[src/rtl/config_ser_writer_pkg.sv]
// config_pkg: shared constants and types for the configuration serial writer.
//   CFG_ADR_W / CFG_DAT_W : register bank address and data widths
//   CFG_FRM_LEN           : serial frame length in bits (address + data)
//   CFG_CNT_MAX           : saturation value of the frame bit counter
//   wr_state_t            : write sequencer states
//   phase_load()          : converts a phase length in cycles to a timer preload
package config_pkg;

   localparam int CFG_ADR_W   = 2;
   localparam int CFG_DAT_W   = 16;
   localparam int CFG_FRM_LEN = 18;
   localparam int CFG_CNT_W   = 5;
   localparam logic [CFG_CNT_W-1:0] CFG_CNT_MAX = 5'd19;

   typedef enum logic [1:0] {
      WR_IDLE   = 2'd0,
      WR_SETUP  = 2'd1,
      WR_STROBE = 2'd2,
      WR_HOLD   = 2'd3
   } wr_state_t;

   // The phase timer counts down to zero, so a phase of N cycles loads N-1.
   function automatic logic [2:0] phase_load(input int cyc);
      return 3'(cyc - 1);
   endfunction

endpackage

[src/rtl/config_ser_writer_if.sv]
// config_ser_writer_if: write port of the 4x16 configuration register bank.
//   reg_wr  : write strobe, bank captures on its rising edge
//   reg_adr : register address
//   reg_dat : register data
// Modports: master (the writer drives), slave (the bank / observer listens).
interface config_ser_writer_if;
   import config_pkg::*;

   logic                 reg_wr;
   logic [CFG_ADR_W-1:0] reg_adr;
   logic [CFG_DAT_W-1:0] reg_dat;

   modport master (output reg_wr, output reg_adr, output reg_dat);
   modport slave  (input  reg_wr, input  reg_adr, input  reg_dat);

endinterface

[src/rtl/config_ser_writer_sync_edge.sv]
// sync_edge: STAGES-deep synchronizer followed by one delay flop used for
// edge detection. All flops reset asynchronously to RST_VAL so that no
// spurious edge is reported when reset is released.
//   clk, rst_n : clock, asynchronous active-low reset
//   d          : asynchronous input
//   q          : synchronized level
//   rise, fall : single-cycle edge indications (derived from two flops)
module sync_edge #(
   parameter int   STAGES  = 2,
   parameter logic RST_VAL = 1'b0
) (
   input  logic clk,
   input  logic rst_n,
   input  logic d,
   output logic q,
   output logic rise,
   output logic fall
);

   logic [STAGES-1:0] sync_r;
   logic              dly_r;

   // Synchronizer chain plus the edge-detect delay flop.
   always_ff @(posedge clk or negedge rst_n) begin
      if (!rst_n) begin
         sync_r <= {STAGES{RST_VAL}};
         dly_r  <= RST_VAL;
      end else begin
         sync_r <= {sync_r[STAGES-2:0], d};
         dly_r  <= sync_r[STAGES-1];
      end
   end

   assign q    = sync_r[STAGES-1];
   assign rise = sync_r[STAGES-1] & ~dly_r;
   assign fall = ~sync_r[STAGES-1] & dly_r;

endmodule

[src/rtl/config_ser_writer.sv]
// config_ser_writer: receives 18-bit frames (A1,A0,D15..D0, MSB first) over a
// 3-wire serial link, oversampled in clk_i, and issues one timed write
// (setup / strobe / hold) to the configuration register bank per valid frame.
//   clk_i, rst_n_i : clock, asynchronous active-low reset
//   ser_csn_i      : frame select, active-low
//   ser_clk_i      : serial bit clock, data sampled on its rising edge
//   ser_dat_i      : serial data
//   wr             : bank write port (reg_wr / reg_adr / reg_dat)
//   busy_o         : a write sequence is in progress
//   frm_err_o      : one-cycle pulse when a frame is discarded
module config_ser_writer
   import config_pkg::*;
#(
   parameter int SYNC_STAGES = 2,
   parameter int SETUP_CYC   = 2,
   parameter int STROBE_CYC  = 2,
   parameter int HOLD_CYC    = 2
) (
   input  logic                        clk_i,
   input  logic                        rst_n_i,
   input  logic                        ser_csn_i,
   input  logic                        ser_clk_i,
   input  logic                        ser_dat_i,
   config_ser_writer_if.master         wr,
   output logic                        busy_o,
   output logic                        frm_err_o
);

   localparam logic [2:0] SETUP_LD  = phase_load(SETUP_CYC);
   localparam logic [2:0] STROBE_LD = phase_load(STROBE_CYC);
   localparam logic [2:0] HOLD_LD   = phase_load(HOLD_CYC);

   logic csn_q_s, csn_rise_s, csn_fall_s;
   logic clk_q_s, clk_rise_s, clk_fall_s;
   logic dat_q_s, dat_rise_s, dat_fall_s;
   logic unused_s;

   logic [CFG_CNT_W-1:0]   bit_cnt_r;
   logic [CFG_FRM_LEN-1:0] shift_r;
   wr_state_t              state_r, state_n;
   logic [2:0]             tmr_r, tmr_n;
   logic                   commit_s, err_s;
   logic                   reg_wr_r, busy_r, frm_err_r;
   logic [CFG_ADR_W-1:0]   reg_adr_r;
   logic [CFG_DAT_W-1:0]   reg_dat_r;

   sync_edge #(.STAGES(SYNC_STAGES), .RST_VAL(1'b1)) u_csn (
      .clk(clk_i), .rst_n(rst_n_i), .d(ser_csn_i),
      .q(csn_q_s), .rise(csn_rise_s), .fall(csn_fall_s));
   sync_edge #(.STAGES(SYNC_STAGES), .RST_VAL(1'b0)) u_clk (
      .clk(clk_i), .rst_n(rst_n_i), .d(ser_clk_i),
      .q(clk_q_s), .rise(clk_rise_s), .fall(clk_fall_s));
   sync_edge #(.STAGES(SYNC_STAGES), .RST_VAL(1'b0)) u_dat (
      .clk(clk_i), .rst_n(rst_n_i), .d(ser_dat_i),
      .q(dat_q_s), .rise(dat_rise_s), .fall(dat_fall_s));

   assign unused_s = &{1'b0, clk_q_s, clk_fall_s, dat_rise_s, dat_fall_s};

   // Frame capture. csn_q_s is already high in the cycle its rise is detected,
   // so a coinciding ser_clk rise is neither shifted nor counted.
   always_ff @(posedge clk_i or negedge rst_n_i) begin
      if (!rst_n_i) begin
         bit_cnt_r <= 5'd0;
         shift_r   <= 18'd0;
      end else if (csn_fall_s) begin
         bit_cnt_r <= 5'd0;
         shift_r   <= 18'd0;
      end else if (clk_rise_s && !csn_q_s) begin
         shift_r <= {shift_r[CFG_FRM_LEN-2:0], dat_q_s};
         if (bit_cnt_r != CFG_CNT_MAX) begin
            bit_cnt_r <= bit_cnt_r + 5'd1;
         end
      end
   end

   // A frame commits only if it is exactly 18 bits and no write is running;
   // every other frame end is dropped and flagged.
   assign commit_s = csn_rise_s && (bit_cnt_r == 5'(CFG_FRM_LEN)) && (state_r == WR_IDLE);
   assign err_s    = csn_rise_s && !commit_s;

   // Write sequencer next state; one down-counter times every phase.
   always_comb begin
      state_n = state_r;
      tmr_n   = tmr_r;
      case (state_r)
         WR_IDLE: begin
            if (commit_s) begin
               state_n = WR_SETUP;
               tmr_n   = SETUP_LD;
            end else begin
               state_n = WR_IDLE;
               tmr_n   = 3'd0;
            end
         end
         WR_SETUP: begin
            if (tmr_r == 3'd0) begin
               state_n = WR_STROBE;
               tmr_n   = STROBE_LD;
            end else begin
               tmr_n   = tmr_r - 3'd1;
            end
         end
         WR_STROBE: begin
            if (tmr_r == 3'd0) begin
               state_n = WR_HOLD;
               tmr_n   = HOLD_LD;
            end else begin
               tmr_n   = tmr_r - 3'd1;
            end
         end
         WR_HOLD: begin
            if (tmr_r == 3'd0) begin
               state_n = WR_IDLE;
               tmr_n   = 3'd0;
            end else begin
               tmr_n   = tmr_r - 3'd1;
            end
         end
         default: begin
            state_n = WR_IDLE;
            tmr_n   = 3'd0;
         end
      endcase
   end

   // State register and outputs. Outputs are decoded from the next state so
   // they line up with the state they describe without a combinational path.
   always_ff @(posedge clk_i or negedge rst_n_i) begin
      if (!rst_n_i) begin
         state_r   <= WR_IDLE;
         tmr_r     <= 3'd0;
         reg_wr_r  <= 1'b0;
         busy_r    <= 1'b0;
         frm_err_r <= 1'b0;
         reg_adr_r <= 2'd0;
         reg_dat_r <= 16'd0;
      end else begin
         state_r   <= state_n;
         tmr_r     <= tmr_n;
         reg_wr_r  <= (state_n == WR_STROBE);
         busy_r    <= (state_n != WR_IDLE);
         frm_err_r <= err_s;
         if (commit_s) begin
            reg_adr_r <= shift_r[CFG_FRM_LEN-1 -: CFG_ADR_W];
            reg_dat_r <= shift_r[CFG_DAT_W-1:0];
         end
      end
   end

   assign wr.reg_wr  = reg_wr_r;
   assign wr.reg_adr = reg_adr_r;
   assign wr.reg_dat = reg_dat_r;
   assign busy_o     = busy_r;
   assign frm_err_o  = frm_err_r;

endmodule

[src/flat_wrapper.sv]
// flat-port wrapper written by rule: the top's interface ports become plain ports
module config_ser_writer_flat import config_pkg::*;
#(
   parameter int SYNC_STAGES = 2,
   parameter int SETUP_CYC   = 2,
   parameter int STROBE_CYC  = 2,
   parameter int HOLD_CYC    = 2
)
  (clk_i, rst_n_i, ser_csn_i, ser_clk_i, ser_dat_i, busy_o, frm_err_o, wr_reg_wr, wr_reg_adr, wr_reg_dat);
  config_ser_writer_if wr_i ();
  input  logic clk_i;
  input  logic rst_n_i;
  input  logic ser_csn_i;
  input  logic ser_clk_i;
  input  logic ser_dat_i;
  output logic busy_o;
  output logic frm_err_o;
  output wire logic [$bits(wr_i.reg_wr)-1:0] wr_reg_wr;
  output wire logic [$bits(wr_i.reg_adr)-1:0] wr_reg_adr;
  output wire logic [$bits(wr_i.reg_dat)-1:0] wr_reg_dat;
  assign wr_reg_wr = wr_i.reg_wr;
  assign wr_reg_adr = wr_i.reg_adr;
  assign wr_reg_dat = wr_i.reg_dat;
  config_ser_writer #(.SYNC_STAGES(SYNC_STAGES), .SETUP_CYC(SETUP_CYC), .STROBE_CYC(STROBE_CYC), .HOLD_CYC(HOLD_CYC)) u_core (.clk_i(clk_i), .rst_n_i(rst_n_i), .ser_csn_i(ser_csn_i), .ser_clk_i(ser_clk_i), .ser_dat_i(ser_dat_i), .wr(wr_i), .busy_o(busy_o), .frm_err_o(frm_err_o));
endmodule
[config.mk]
export PLATFORM = sky130hd
export DESIGN_NAME = config_ser_writer_flat
export DESIGN_NICKNAME = d
export VERILOG_FILES = /design/src/rtl/config_ser_writer_pkg.sv /design/src/rtl/config_ser_writer_if.sv /design/src/rtl/config_ser_writer_sync_edge.sv /design/src/rtl/config_ser_writer.sv /design/src/flat_wrapper.sv
export SDC_FILE = /design/constraint.sdc
export NUM_CORES = 1
export LEC_CHECK = 0
export CORE_ASPECT_RATIO = 0.9
export CORE_UTILIZATION = 40
export DETAILED_ROUTE_END_ITERATION = 7
export GPL_ROUTABILITY_DRIVEN = 0
export GPL_TIMING_DRIVEN = 0
export PLACE_DENSITY = 0.7
export REMOVE_ABC_BUFFERS = 1
export SYNTH_ARGS = -nofsm -noshare
export SYNTH_HDL_FRONTEND = slang
export SYNTH_SLANG_ARGS = --single-unit
export TNS_END_PERCENT = 1
[constraint.sdc]
create_clock -name clk_i -period 1.9 [get_ports clk_i]
set_input_delay 0.38 -clock clk_i [delete_from_list [all_inputs] [get_ports clk_i]]
set_output_delay 0.38 -clock clk_i [all_outputs]
set_load 0.05 [all_outputs]
# Word-level counts from Yosys, hierarchy flattened
# Index checks and enable logic that the tools add are counted.
# word_totals
regBits,57
input_bits,5
output_inout_bits,21
elab_cells,55
# op_classes
add_sub_neg,2
n_eq_ne,6
muxes,14
n_bitwise,6
n_reduce_logical,13
# op_table
operator,n
18-bit two-way mux,2
5-bit two-way mux,3
3-bit one-hot mux with 3 select lines,1
2-bit one-hot mux with 4 select lines,1
2-bit equality test (second input constant),3
2-bit two-way mux,3
3-bit two-way mux,2
2-bit nonzero test,3
5-bit by 1-bit adder with 5-bit output (second input constant),1
5-bit equality test (second input constant),1
5-bit inequality test (second input constant),1
1-bit logical AND,4
1-bit bitwise AND,3
3-bit logical NOT,1
1-bit NOT,3
3-bit by 1-bit subtractor with 3-bit output (second input constant),1
2-bit by 1-bit equality test with 1-bit output (second input constant),1
1-bit logical NOT,2
2-bit logical NOT,1
1-bit two-way mux,2
2-bit AND reduction,1
2-bit OR reduction,1

# Longest topological paths before layout
# Gate-level depths: netlist of run 1.
# depth
depth_word,7
mapped_depth,6
ltp_nobuf,6

# Cells and area by module
# From an unflattened synthesis of run 1, not the netlist that was laid out.
# hier_totals
hier_cells,201
area_unflattened_um2,2356.0
# by_module_without_submodules
mod,instances,cells_per_inst,area_per_inst_um2,seq_area_each_um2
config_ser_writer,1,186,2082.0,1226.2
sync_edge (u_core.u_clk ...),2,5,90.1,75.1
sync_edge (u_core.u_csn),1,5,93.8,78.8

# Least setup slack after synthesis of run 1
# Ideal clock, no wire load.
# synth_path
path_kind,register to register
startpoint,register u_core.u_csn.sync_r[1]
endpoint,register u_core.reg_adr_r[0] (netlist: u_core.wr.reg_adr[0])
setup_ns,0.125
arrival_time_ns,1.399
required_ns,1.775
slack_ns,0.375
path_stages_with_launch,5
path_buffers,1
synth_period_minus_slack_ns,1.525
cell_sequence,dfstp_2 nor2b_1 and4_4 buf_12 mux2_4
# synth_via
elab_chain_len,3
# synth_rtl
item,line,text
start: declaration,config_ser_writer_sync_edge.sv:20,logic [STAGES-1:0] sync_r;
start signal: assignment,config_ser_writer_sync_edge.sv:26,sync_r <= {STAGES{RST_VAL}};
start signal: assignment,config_ser_writer_sync_edge.sv:29,"sync_r <= {sync_r[STAGES-2:0], d};"
1-bit bitwise AND,config_ser_writer_sync_edge.sv:35,assign rise = sync_r[STAGES-1] & ~dly_r;
1-bit logical AND (2 in a row),config_ser_writer.sv:78,assign commit_s = csn_rise_s && (bit_cnt_r == 5'(CFG_FRM_LEN)) && (state_r == WR_IDLE);
end signal: assignment,config_ser_writer.sv:144,reg_adr_r <= shift_r[CFG_FRM_LEN-1 -: CFG_ADR_W];
end: declaration,config_ser_writer.sv:44,logic [CFG_ADR_W-1:0] reg_adr_r;
# Every way passes these cells.
# A chain may end at the register's enable or synchronous reset.

# Worst setup path in the final report of run 1
# layout_path
startpoint,register u_core.busy_r (netlist: u_core.busy_o)
endpoint,output port busy_o
# layout_rtl
item,line,text
start: declaration,config_ser_writer.sv:43,"logic reg_wr_r, busy_r, frm_err_r;"
start signal: assignment,config_ser_writer.sv:141,busy_r <= (state_n != WR_IDLE);
end: declaration,flat_wrapper.sv:16,output logic busy_o;
# No word-level cell between the ends.

==> results.sh, run 1 <==
export IMPL_status="finished clean"
export IMPL_setup_viol=0
export IMPL_power_density_mw_per_mm2=910
export IMPL_synth_top_cells_by_area="dfrtp_1, mux2_4, ha_1, nand2_1, dfstp_2"
export IMPL_cp_num_buf_inv=1
export IMPL_clk_path_buf_depth=2
export IMPL_cts_sinks=57
export IMPL_slew_violations=0
export IMPL_postRouteAntennaNets=0
export IMPL_grt_pass1_wl_um=6520
export IMPL_wl_per_cell_um=13.3
export IMPL_synth_top_area_cell="dfrtp_1"
export IMPL_clock_skew_ps=7.14
export IMPL_cp_slowest_cell="clkdlybuf4s50_1"
export IMPL_power_mw=2.70
export IMPL_antenna_cells=0
export IMPL_synth_top_area_share_pct=56.7
export IMPL_relSlewSlack_pct=28.3
export IMPL_netlist_top_cells_count="dfrtp_1, nand2_1, mux2_4, a21oi_1"
export IMPL_synth_top_family_by_area="multiplexers"
export IMPL_vias_per_cell=4.88
export IMPL_ys_flop_type="dfrtp_1"
export IMPL_maxCapViolations=0
export IMPL_rr_worst_depth=3
export IMPL_io_pin_count=26
export IMPL_crit_type="flip-flop to output pin"
export IMPL_worst_slew_pin_slew_ps=1070
export IMPL_synth_seq_cells=57
export IMPL_synth_edf_count=0
export IMPL_final_hold_violation_count=0
export IMPL_yosys_warnings=0
export IMPL_synth_area_mm2=0.00238
export IMPL_post_dp_hpwl_um=2520
export IMPL_die_h_um=75.3
export IMPL_muxShareOfSynthArea_pct=11.3
export IMPL_synth_most_common_cell="dfrtp_1"
export IMPL_fin_crit_sh_pct=96.7
export IMPL_synth_area_per_cell_um2=13.3
export IMPL_cts_hold_buf=0
export IMPL_critPathArrivalTime_ps=1460
export IMPL_row_count=26
export IMPL_synth_cells=179
export IMPL_slowest_delay_ps=800
export IMPL_rsz0062_at_grt="false"
export IMPL_first_iter_violations=56
export IMPL_area_growth_pct=24.3
export IMPL_cts_tree="built"
export IMPL_core_area_mm2=0.00573
export IMPL_clk_pin_slew_ps=70
export IMPL_synth_distinct_cells=30
export IMPL_place_area_mm2=0.00269
export IMPL_grt_overflow_total=0
export IMPL_port_buffers=25
export IMPL_cts_htree_levels=3
export IMPL_start_util_pct=41.7
export IMPL_fin_nets=225
export IMPL_cts_made_buffers=9
export IMPL_path_cells="clkdlybuf4s50_1"
export IMPL_cp_start_kind="flip-flop"
export IMPL_clk_latency_ps=340
export IMPL_cp_top_family="buffers and inverters"
export IMPL_track_usage_pct=14.0
export IMPL_p_leak_nw=1.68
export IMPL_antenna_found_initial=0
export IMPL_fin_crit_ps=1840
export IMPL_grt_max_degree=32
export IMPL_final_area_mm2=0.00297
export IMPL_fmax_ghz=0.544
export IMPL_async_flop_share_pct=100
export IMPL_dieArea_mm2=0.00628
export IMPL_peakVddDrop_v=0.000907
export IMPL_drc=0
export IMPL_synth_simple_area_share_pct=10.3
export IMPL_worst_setup_path_end_kind="output pin"
export IMPL_first_global_vias=1369
export IMPL_vias=1396
export IMPL_synth_compound_area_share_pct=8.97
export IMPL_hold_path_class="primary input to async pin"
export IMPL_post_cts_setup_buffers=0
export IMPL_drt_pass1_iter_count=4
export IMPL_ys_seq_area_share_pct=60.0
export IMPL_path_max_fanout=1
export IMPL_synth_fa_ha_area_share_pct=4.72
export IMPL_synthXorXnorAreaFrac_pct=1.10
export IMPL_fill_cells=486
export IMPL_layout_drive_gt1_share_pct=21.3
export IMPL_routed_wl_um=3820
export IMPL_worstPathRequired_ps=1520
export IMPL_crit_cells=1
export IMPL_die_w_um=83.4
export IMPL_cts_root_buffer="clkbuf_8"
## timing repair
| action | CTS | global route |
|---|---|---|
| endpoints found under the setup margin | 2 | 16 |
| pin swaps | 0 | 0 |
| resized for setup | 2 | 16 |
## final timing paths
| kind | startpoint | end | slack, ps |
|---|---|---|---|
| min in group clk_i | u_core.u_dat.sync_r[0] | u_core.u_dat.sync_r[1] | 350 |
| hold reg to reg | u_core.u_dat.sync_r[0] | u_core.u_dat.sync_r[1] | 350 |
| setup reg to reg | u_core.u_csn.sync_r[1] | u_core.wr.reg_dat[7] | 110 |
| setup / recovery | u_core.busy_o | busy_o | 60 |
| max in group asynchronous | rst_n_i | u_core.u_csn.dly_r | 1150 |
| hold / removal | rst_n_i | u_core.shift_r[15] | 90 |
## cell families after synthesis
logic type / Yosys count
buf+inv: 14
mux: 18
flops: 57
xor+xnor: 3
simple gates: 47
compound gates: 31
fa+ha+maj: 9
## per-stage QoR
step / TNS, ps / setup WS [ps] / utilization (%) / std cells / hold WS, ps
4_1_cts: 0 / 0.261 / 51.1 / 286 / 94.2
2_1_floorplan: 0 / 310 / - / 174 / 84.4
3_5_place_dp: 0 / 111 / 46.9 / 270 / 335
5_1_grt: 0 / 6.81 / 51.8 / 286 / 139
6_report: 0 / 62.2 / 51.8 / 286 / 86.4
3_3_place_gp: -69490 / -1250 / 46.6 / 269 / 333
## registers in the layout, indices dropped and copies added, names as in the netlist
| signal | count |
|---|---|
| u_core.wr.reg_dat | 16 |
| u_core.u_csn.dly_r | 1 |
| u_core.u_clk.sync_r | 2 |
| u_core.u_dat.sync_r | 2 |
| u_core.bit_cnt_r | 5 |
| u_core.busy_o | 1 |
| u_core.state_r | 2 |
| u_core.u_clk.dly_r | 1 |
| u_core.wr.reg_adr | 2 |
| u_core.shift_r | 18 |
| u_core.frm_err_o | 1 |
| u_core.u_csn.sync_r | 2 |
| u_core.tmr_r | 3 |
| u_core.wr.reg_wr | 1 |
## layout by cell type, fill, tap and decap left out, drive strengths merged, types with 2 or more instances in the layout
master,netlist,routed
dfrtp,54,54
nand2,26,26
mux2,18,18
dlymetal6s2s,0,16
a21oi,14,14
inv,9,9
ha,9,9
clkbuf,2,9
a22o,8,8
nor2,8,8
clkdlybuf4s50,0,6
nor2b,5,5
o21bai,3,3
bufinv,0,3
dfstp,3,3
a21o,2,2
nand4,2,2
xor2,2,2
clkinvlp,0,2
dlygate4sd2,0,2
nor3b,2,2
clkinv,0,2
buf,3,2
## per-layer routing
metal / track usage (%) / vias to the layer above / share of wire [%] / wire [um]
met5: 0 / - / 0 / 0
met1: 16.8 / 686 / 48 / 1820
met2: 21.9 / 30 / 46 / 1750
met3: 7.79 / 6 / 5.4 / 205
li1: - / 674 / - / -
met4: 4.60 / 0 / 1.2 / 46
## where the power goes
| part | internal, mW | total [mW] | switching, mW |
|---|---|---|---|
| Combinational | 0.0307 | 0.0868 | 0.0561 |
| Clock | 0.869 | 1.36 | 0.491 |
| Sequential | 1.23 | 1.25 | 0.0167 |
| Total | 2.14 | 2.70 | 0.564 |
## layout make-up
class,count,area (um2),share of cell area (%)
clock buffers,9,124,4.18
clock inverters,7,119,4.01
inverters,9,33.8,1.14
multi-input cells,108,868,29.3
flip-flops and latches,57,1430,48.2
well taps,70,87.6,2.95
repair buffers,26,303,10.2
Power figures use the tool's default switching activity.
==> run 2, diff against run 1 <==
--- a/config.mk
+++ b/config.mk
@@ -10,7 +10,7 @@
 export DETAILED_ROUTE_END_ITERATION = 7
 export GPL_ROUTABILITY_DRIVEN = 0
 export GPL_TIMING_DRIVEN = 0
-export PLACE_DENSITY = 0.7
+export PLACE_DENSITY = 0.72
 export REMOVE_ABC_BUFFERS = 1
 export SYNTH_ARGS = -nofsm -noshare
 export SYNTH_HDL_FRONTEND = slang
==> constraint.sdc (replaced) <==
create_clock -name clk_i -period 1.6 [get_ports clk_i]
set_input_delay 0.32 -clock clk_i [delete_from_list [all_inputs] [get_ports clk_i]]
set_output_delay 0.32 -clock clk_i [all_outputs]
set_load 0.05 [all_outputs]
==> run 2 against run 1 <==
Net effect:
- the flow now finishes with violations (negative setup slack)
- utilization down 1.9 points
- global-route usage up 0.12 points
- critical path depth up 2
- highest routed layer unchanged
- largest cell class unchanged
- clock power down 13%
- sequential share of layout area up 1.8 points
- critical endpoint is now u_core.wr.reg_dat[10]
- sequential cell count unchanged
- clock-buffer cell count up 4
- final cell count up 0.35%
==> results.sh, run 2 (same netlist as run 1, synthesis figures left out) <==
export IMPL_cts_sinks=57
export IMPL_crit_type="flip-flop to flip-flop"
export IMPL_clk_path_buf_depth=2
export IMPL_cts_root_buffer="clkbuf_8"
export IMPL_swShare_pct=22.8
export IMPL_p_sw_mw=0.632
export IMPL_drt_pass1_iter_count=4
export IMPL_die_w_um=83.4
export IMPL_fmax_ghz=0.579
export IMPL_largest_register="u_core.shift_r"
export IMPL_port_buffers=25
export IMPL_die_h_um=75.3
export IMPL_fin_hold_ws_ps=356
export IMPL_worst_slew_pin_slew_ps=597
export IMPL_setup_viol=19
export IMPL_core_area_mm2=0.00573
export IMPL_rrSetupSlack_ps=-130
export IMPL_final_common_cell="dfrtp_1"
export IMPL_register_area_mm2=0.00143
export IMPL_status="finished with violations"
export IMPL_final_hold_violation_count=0
export IMPL_path_cells="nor2b_4 -> and4_4 -> mux2_4"
export IMPL_power_density_mw_per_mm2=972
export IMPL_cts_htree_levels=3
export IMPL_post_dp_hpwl_um=2490
export IMPL_seq_power_share_pct=53.6
export IMPL_cp_slowest_cell="dfstp_2"
export IMPL_regToRegStartpoint="u_core.u_csn.sync_r[1]"
export IMPL_dp_cells=270
export IMPL_clk_pin_slew_ps=60
export IMPL_p_int_mw=2.15
export IMPL_path_max_fanout=21
export IMPL_first_iter_violations=53
export IMPL_clock_skew_ps=9.04
export IMPL_peakVddDrop_v=0.000449
export IMPL_wl_per_cell_um=13.1
export IMPL_layout_drive_gt1_share_pct=21.2
export IMPL_slowest_delay_ps=610
export IMPL_violations="negative setup slack"
export IMPL_antenna_cells=0
export IMPL_row_count=26
export IMPL_routed_wl_um=3770
export IMPL_grt_overflow_total=0
export IMPL_multi_input_area_um2=885
export IMPL_cp_num_buf_inv=0
export IMPL_p_leak_nw=1.46
export IMPL_mostFrequentLayoutCells="dfrtp_1, nand2_1, dlygate4sd2_1"
export IMPL_combPwrFrac_pct=3.8
export IMPL_min_from="u_core.u_csn.sync_r[0]"
export IMPL_io_pin_count=26
export IMPL_startpoint="u_core.u_csn.sync_r[1]"
export IMPL_vias_per_cell=4.92
export IMPL_place_area_mm2=0.00269
export IMPL_maxCapViolations=0
export IMPL_hold_path_class="flip-flop to flip-flop"
export IMPL_worstPathRequired_ps=1820
export IMPL_timing_final_ws_setup_ps=-128
export IMPL_fin_crit_ps=1730
export IMPL_critPathArrivalTime_ps=1940
export IMPL_cp_top_family="simple AND/OR/NAND/NOR gates"
export IMPL_start_util_pct=41.7
export IMPL_cts_made_buffers=9
export IMPL_final_area_mm2=0.00286
export IMPL_drc=0
export IMPL_cts_tree="built"
export IMPL_largest_reg_flops=18
export IMPL_grt_pass1_wl_um=6580
export IMPL_antenna_found_initial=0
export IMPL_grt_max_degree=33
export IMPL_vias=1411
export IMPL_worst_setup_path_end_kind="flip-flop"
export IMPL_track_usage_pct=14.2
export IMPL_area_growth_pct=19.9
export IMPL_clk_latency_ps=340
export IMPL_fin_crit_sh_pct=108
export IMPL_relSlewSlack_pct=60.1
export IMPL_postRouteAntennaNets=0
export IMPL_fin_cells=287
export IMPL_fin_nets=226
export IMPL_dieArea_mm2=0.00628
export IMPL_cp_start_kind="flip-flop"
export IMPL_fill_cells=519
export IMPL_first_global_vias=1425
export IMPL_slew_violations=0
export IMPL_pwr_share_clk_pct=42.6
export IMPL_rsz0062_at_grt="true"
-- run 2: cell count changes in the layout (fill, tap and decap cells not counted), sizes merged --
cell / before / now
bufinv: 3 / 0
clkbuf: 9 / 13
clkdlybuf4s50: 6 / 3
clkinv: 2 / 3
clkinvlp: 2 / 0
dlygate4sd2: 2 / 21
dlygate4sd3: 0 / 1
dlymetal6s2s: 16 / 0
-- run 2: per-layer routing --
| layer | vias up | track usage, % | part of all wire, % |
|---|---|---|---|
| li1 | 675 | - | - |
| met4 | 0 | 10.3 | 3.1 |
| met3 | 11 | 4.71 | 4.4 |
| met1 | 689 | 18.2 | 50 |
| met5 | - | 0 | 0 |
| met2 | 36 | 20.4 | 42 |
-- run 2: layout make-up --
cell class                      count  area share [%]
Clock inverter                      3           0.525
Multi-Input combinational cell    108            30.9
Inverter                            9            1.18
Sequential cell                    57            50.0
Clock buffer                       13            5.56
Timing Repair Buffer               27            8.71
Tap cell                           70            3.06
-- run 2: path summary, 6_finish.rpt --
| check | endpoint | cells after the start |
|---|---|---|
| min in group asynchronous | u_core.wr.reg_adr[0] | 2 |
| max reg2reg | u_core.wr.reg_dat[10] | 3 |
| max in group asynchronous | u_core.u_csn.sync_r[0] | 3 |
| max | u_core.wr.reg_dat[10] | 3 |
| min reg2reg | u_core.u_csn.sync_r[1] | 0 |
| min | u_core.u_csn.sync_r[1] | 0 |
-- run 2: timing repair --
item	in CTS	in global routing
pin swaps	2	1
hold endpoints to repair	17	0
gates resized for setup	22	3
buffers inserted	0	0
endpoints found under the setup margin	55	35
hold buffers	1	0
-- run 2: power groups by stage --
stage | logic [mW] | clock network (mW) | registers [mW]
floorplan | 0.0461 | 0 | 1.51
global placement | 0.0996 | 0 | 1.51
detailed placement | 0.106 | 0 | 1.51
CTS | 0.107 | 1.22 | 1.49
global route | 0.122 | 1.28 | 1.49
finish | 0.105 | 1.18 | 1.49
-- run 2: per-stage QoR --
step | utilization, % | setup TNS [ps] | power, mW | setup slack, ps
floorplan | - | 0 | 1.56 | 9.79
global placement | 46.6 | -87260 | 1.61 | -1510
detailed placement | 46.9 | -3680 | 1.62 | -149
CTS | 49.7 | -3620 | 2.81 | -145
global route | 49.9 | -3590 | 2.90 | -195
finish | 49.9 | -2100 | 2.78 | -128
